[src/rtl/sram_bus_ctrl.sv]
`default_nettype none
// ============================================================================
// Module   : sram_bus_ctrl
// Purpose  : Sequencer for an 8-bit asynchronous SRAM. It sits behind the
//            AVR serial shift register: it takes the assembled address plus
//            single-cycle read/write requests and runs a fixed
//            SETUP / ACCESS / HOLD cycle on the SRAM bus. Read data comes back
//            with a one-cycle done pulse.
// Ports    : avr_clk, reset             - clock, synchronous active-high reset
//            addr_in, addr_valid        - address load from the shift register
//            req_rd, req_wr, wr_data    - access requests (pulses) and write byte
//            rd_data, done, busy        - read result, completion pulse, status
//            sram_addr, sram_data_out,
//            sram_data_oe, sram_data_in,
//            sram_ce_n, sram_oe_n,
//            sram_we_n                  - SRAM bus (tristate is at the top level)
// Options  : SRAM_AUTO_INC_EN - when defined, the address register increments
//            (modulo 2^ADDR_WIDTH) as each access completes, so block
//            transfers need no new address.
// Revision : 1.0 - initial release
// ============================================================================
module sram_bus_ctrl #(
    parameter int ADDR_WIDTH    = 21,
    parameter int ACCESS_CYCLES = 2     // strobe low time, 1..15
) (
    input  logic                  avr_clk,
    input  logic                  reset,
    input  logic [ADDR_WIDTH-1:0] addr_in,
    input  logic                  addr_valid,
    input  logic                  req_rd,
    input  logic                  req_wr,
    input  logic [7:0]            wr_data,
    output logic [7:0]            rd_data,
    output logic                  done,
    output logic                  busy,
    output logic [ADDR_WIDTH-1:0] sram_addr,
    output logic [7:0]            sram_data_out,
    output logic                  sram_data_oe,
    input  logic [7:0]            sram_data_in,
    output logic                  sram_ce_n,
    output logic                  sram_oe_n,
    output logic                  sram_we_n
);

    localparam logic [3:0] c_access_cycles = ACCESS_CYCLES[3:0];
`ifdef SRAM_AUTO_INC_EN
    localparam logic [ADDR_WIDTH-1:0] c_addr_one = {{(ADDR_WIDTH-1){1'b0}}, 1'b1};
`endif

    typedef enum logic [1:0] {
        ST_IDLE   = 2'd0,
        ST_SETUP  = 2'd1,
        ST_ACCESS = 2'd2,
        ST_HOLD   = 2'd3
    } state_t;

    state_t     r_state;
    logic [3:0] r_cnt;      // remaining ACCESS cycles
    logic       r_is_rd;    // current access is a read

    // sram_addr doubles as the address register: it only changes while
    // ce_n is high (IDLE) or on the same edge that raises ce_n.
    always_ff @(posedge avr_clk) begin
        if (reset) begin
            r_state       <= ST_IDLE;
            r_cnt         <= 4'd0;
            r_is_rd       <= 1'b0;
            rd_data       <= 8'h00;
            done          <= 1'b0;
            busy          <= 1'b0;
            sram_addr     <= '0;
            sram_data_out <= 8'h00;
            sram_data_oe  <= 1'b0;
            sram_ce_n     <= 1'b1;
            sram_oe_n     <= 1'b1;
            sram_we_n     <= 1'b1;
        end else begin
            done <= 1'b0;
            case (r_state)
                ST_IDLE: begin
                    if (addr_valid) begin
                        sram_addr <= addr_in;
                    end
                    if (req_rd || req_wr) begin
                        r_state   <= ST_SETUP;
                        busy      <= 1'b1;
                        sram_ce_n <= 1'b0;
                        r_cnt     <= c_access_cycles;
                        // A simultaneous read and write resolves to the read.
                        r_is_rd   <= req_rd;
                        if (req_rd) begin
                            sram_oe_n    <= 1'b0;
                            sram_data_oe <= 1'b0;
                        end else begin
                            sram_data_out <= wr_data;
                            sram_data_oe  <= 1'b1;
                        end
                    end
                end

                ST_SETUP: begin
                    r_state <= ST_ACCESS;
                    // Read strobe is already low from SETUP; write strobe
                    // waits one cycle so address and data settle first.
                    if (!r_is_rd) begin
                        sram_we_n <= 1'b0;
                    end
                end

                ST_ACCESS: begin
                    if (r_cnt <= 4'd1) begin
                        r_state   <= ST_HOLD;
                        sram_we_n <= 1'b1;
                        sram_oe_n <= 1'b1;
                        done      <= 1'b1;
                        if (r_is_rd) begin
                            rd_data <= sram_data_in;
                        end
                    end else begin
                        r_cnt <= r_cnt - 4'd1;
                    end
                end

                ST_HOLD: begin
                    r_state      <= ST_IDLE;
                    sram_ce_n    <= 1'b1;
                    sram_data_oe <= 1'b0;
                    busy         <= 1'b0;
`ifdef SRAM_AUTO_INC_EN
                    sram_addr    <= sram_addr + c_addr_one;
`endif
                end

                default: begin
                    r_state <= ST_IDLE;
                end
            endcase
        end
    end

endmodule
`default_nettype wire

[config.mk]
export PLATFORM = sky130hd
export DESIGN_NAME = sram_bus_ctrl
export DESIGN_NICKNAME = d
export VERILOG_FILES = /design/src/rtl/sram_bus_ctrl.sv
export SDC_FILE = /design/constraint.sdc
export NUM_CORES = 1
export LEC_CHECK = 0
export BUFFER_PORTS_ARGS = -buffer_cell sky130_fd_sc_hd__clkbuf_2
export CORE_MARGIN = 2
export CORE_UTILIZATION = 49
export CTS_BUF_LIST = sky130_fd_sc_hd__clkbuf_2 sky130_fd_sc_hd__clkbuf_4 sky130_fd_sc_hd__clkbuf_8
export CTS_CLUSTER_DIAMETER = 120
export CTS_CLUSTER_SIZE = 16
export DETAILED_ROUTE_END_ITERATION = 10
export GPL_TIMING_DRIVEN = 0
export PLACE_DENSITY_LB_ADDON = 0.05
export SYNTH_ARGS = -nofsm -noshare
export SYNTH_HDL_FRONTEND = slang
export SYNTH_SLANG_ARGS = --single-unit
export TNS_END_PERCENT = 5
[constraint.sdc]
create_clock -name avr_clk -period 1.75 [get_ports avr_clk]
set_input_delay 0.35 -clock avr_clk [delete_from_list [all_inputs] [get_ports avr_clk]]
set_output_delay 0.35 -clock avr_clk [all_outputs]
set_load 0.005 [all_outputs]
==> results.yml <==
outcome:
  status: "complete, no violations"
place:
  io_buffers: 83
  placed_cells: 360
  pre_cts_slack_ns: -0.00999
  hpwlAfterDp_um: 3210
  place.gp.congestion: 0.761
synth:
  ys_async_sr_fraction: 0
  synth-seq-cells: 50
  syn-num-nets: 275
  synthFlopType: "dfxtp_1"
  synth_edf_count: 0
  ys_types: 25
  syn_inst: 227
  ys_top_cells_by_area: "dfxtp_1, nand2_1, a21oi_1"
  synth_top_area_frac: 0.502
  seq_area_frac_synth: 0.502
  syn_area_per_cell_um2: 8.79
  yosys.area.top_type: "dfxtp_1"
  syn_area_um2: 2000
  yosys_warnings: 0
finish:
  final_util: 0.647
  finalNonFillerCells: 367
  area_delta_synth_final_pct: 28.7
  antennaDiodeCount: 0
  final_nets: 365
  register_area_um2: 1000
  multiInputGateArea_um2: 928
  nFillCells: 380
  drive_gt1_frac: 0.334
timing:
  final_max_slew_viol_count: 0
  clock_skew_ns: 0.00237
  setup_slack_ns: 0.0553
  hold_violations: 0
  setup_viol: 0
  rsz0062_at_grt: "true"
  max_slew_margin: 0.683
  tightest_slew_ns: 0.476
  fmax_ghz: 0.590
  fin_crit_ns: 1.69
  holdWs_ns: 0.258
  finalCritPeriodShare: 0.968
flow_run:
  max_cap_viol_count: 0
clock_network:
  holdBufCountCts: 0
  cts_sinks: 50
  cts_root_buf: "clkbuf_8"
  clkTransAtPathRegs_ns: 0.09
  cts_max_level: 2
  clk_latency_ns: 0.30
  numCtsBuffers: 5
  clock_path_buffers: 2
  post_cts_buffers: 0
  cts_tree: "built"
routing:
  first_pass_iters: 4
  vias_per_cell: 4.84
  drt-wirelength-per-cell_um: 11.6
  top_layer: "met4"
  met2_wirelength_um: 1970
  drt_iter0_markers: 94
  dr_wl_met3_um: 229
  drc: 0
  drtAntennaViolNets: 0
  vias: 1776
  routed_wl_um: 4260
  wl_met1_um: 2000
global_route:
  grt_start_max_net_pins: 15
  grt_pass1_wl_um: 6580
  antenna_found_initial: 0
  grtUsageTotal: 0.189
  grt_overflow_total: 0
  first_global_vias: 1540
floorplan:
  die_area_um2: 4600
  die_w_um: 67.8
  rows: 23
  die_y_um: 67.8
  start_util: 0.503
  design.core.area_um2: 3970
  ioPinCount: 85
worst_setup_path:
  crit_fanout: 6
  max_stage_delay_ns: 0.40
  critical_path.cell_chain: "inv_1, ha_1, or2_4, a311oi_4, nor2_2, a311oi_2"
  slowest_stage: "a311oi_4"
  criticalPathCategory: "flip-flop to flip-flop"
  cp.arrival_ns: 1.91
  cp-end-kind: "flip-flop"
  required_ns: 1.97
  ff2ff_path_depth: 6
  crit_path_start_kind: "flip-flop"
worst_hold_path:
  hold_class: "primary input to flip-flop"
  min_path_cells: 3
power_and_ir_drop:
  max-vdd-ir-drop_uv: 530
  power_mw: 3.39
  power.density_nw_per_um2: 1320
  leakagePower_nw: 1.27
-- what timing repair did --
item / 4_1_cts / 5_1_grt
gates resized for setup: 0 / 11
endpoints found under the setup margin: 3 / 29
hold endpoints to repair: 0 / 0
pin swaps: 1 / 0
-- cell type report --
type,count,share of cell area
flip-flops and latches,50,0.391
multi-input cells,159,0.361
repair buffers,83,0.162
clock buffers,6,0.0297
well taps,50,0.0244
plain buffers,11,0.0190
inverters,7,0.0102
clock inverters,1,0.00292
-- path summary, 6_finish.rpt --
path	from	end	slack, ns
max	r_cnt[0]	r_cnt[1]	0.06
min	addr_in[10]	sram_addr[10]	0.26
max reg2reg	r_cnt[0]	r_cnt[1]	0.06
min reg2reg	sram_addr[18]	sram_addr[18]	0.46
-- kinds of logic (layout without fill, tap and decap cells) --
| logic type | after synthesis | count (layout) | synth area share |
|---|---|---|---|
| and+or+nand+nor | 92 | 92 | 0.208 |
| DFF | 50 | 50 | 0.502 |
| AOI/OAI and AO/OA | 45 | 45 | 0.137 |
| buffers and inverters | 18 | 108 | 0.0351 |
| muxes | 16 | 16 | 0.0802 |
| adders and majority gates | 6 | 6 | 0.0376 |
-- registers in the layout, indices dropped and copies added (netlist names), 2 cells and up --
register       count
sram_addr         21
rd_data            8
sram_data_out      8
r_cnt              4
r_state            2
-- Yosys cell counts, types with 2 or more instances --
| library cell | number |
|---|---|
| nand2b_1 | 4 |
| nor3b_1 | 2 |
| nand3_1 | 3 |
| a21oi_1 | 34 |
| inv_1 | 7 |
| nand3b_1 | 2 |
| mux2i_1 | 16 |
| a21o_1 | 3 |
| nor2b_1 | 2 |
| and2_1 | 3 |
| nor2_1 | 21 |
| ha_1 | 6 |
| buf_2 | 2 |
| o21ai_0 | 2 |
| nand2_1 | 49 |
| o21bai_1 | 4 |
| clkbuf_1 | 9 |
| dfxtp_1 | 50 |
| nor2_2 | 2 |
-- power by group --
part           total (mW)  internal, mW  switching (mW)
clock network       0.658         0.290           0.368
registers            1.52          1.37           0.143
logic                1.21         0.544           0.668
total                3.39          2.21            1.18
-- critical path: cells and delay by family (launching register included) --
kind / cells / cell delay [ns]
AOI/OAI and AO/OA: 2 / 0.62
DFF: 1 / 0.36
and+or+nand+nor: 2 / 0.33
adders and majority gates: 1 / 0.23
buffers and inverters: 1 / 0.06
-- placed cells by master, fill, tap and decap left out, drive strengths merged, types with 2 or more instances in the layout --
| cell | count |
|---|---|
| ha | 6 |
| nor2 | 23 |
| o21bai | 4 |
| nand2b | 4 |
| a21oi | 34 |
| buf | 2 |
| nand3 | 3 |
| clkbuf | 98 |
| a21o | 3 |
| o21ai | 2 |
| nand2 | 49 |
| inv | 7 |
| dfxtp | 50 |
| and2 | 3 |
| a311oi | 2 |
| nor3b | 3 |
| mux2i | 16 |
| nor2b | 2 |
| nand3b | 2 |
-- stage by stage --
stage,TNS [ns],cell area [um^2]
CTS,0,2560
finish,0,2570
floorplan,0,2000
global route,-0.0730,2570
global placement,0,2470
detailed placement,-0.00999,2470
-- layer usage --
layer	vias to the layer above	global-route usage
li1	922	-
met1	801	0.229
met2	46	0.320
met3	7	0.0559
met4	0	0.0675
met5	-	0
Power figures use the tool's default switching activity.
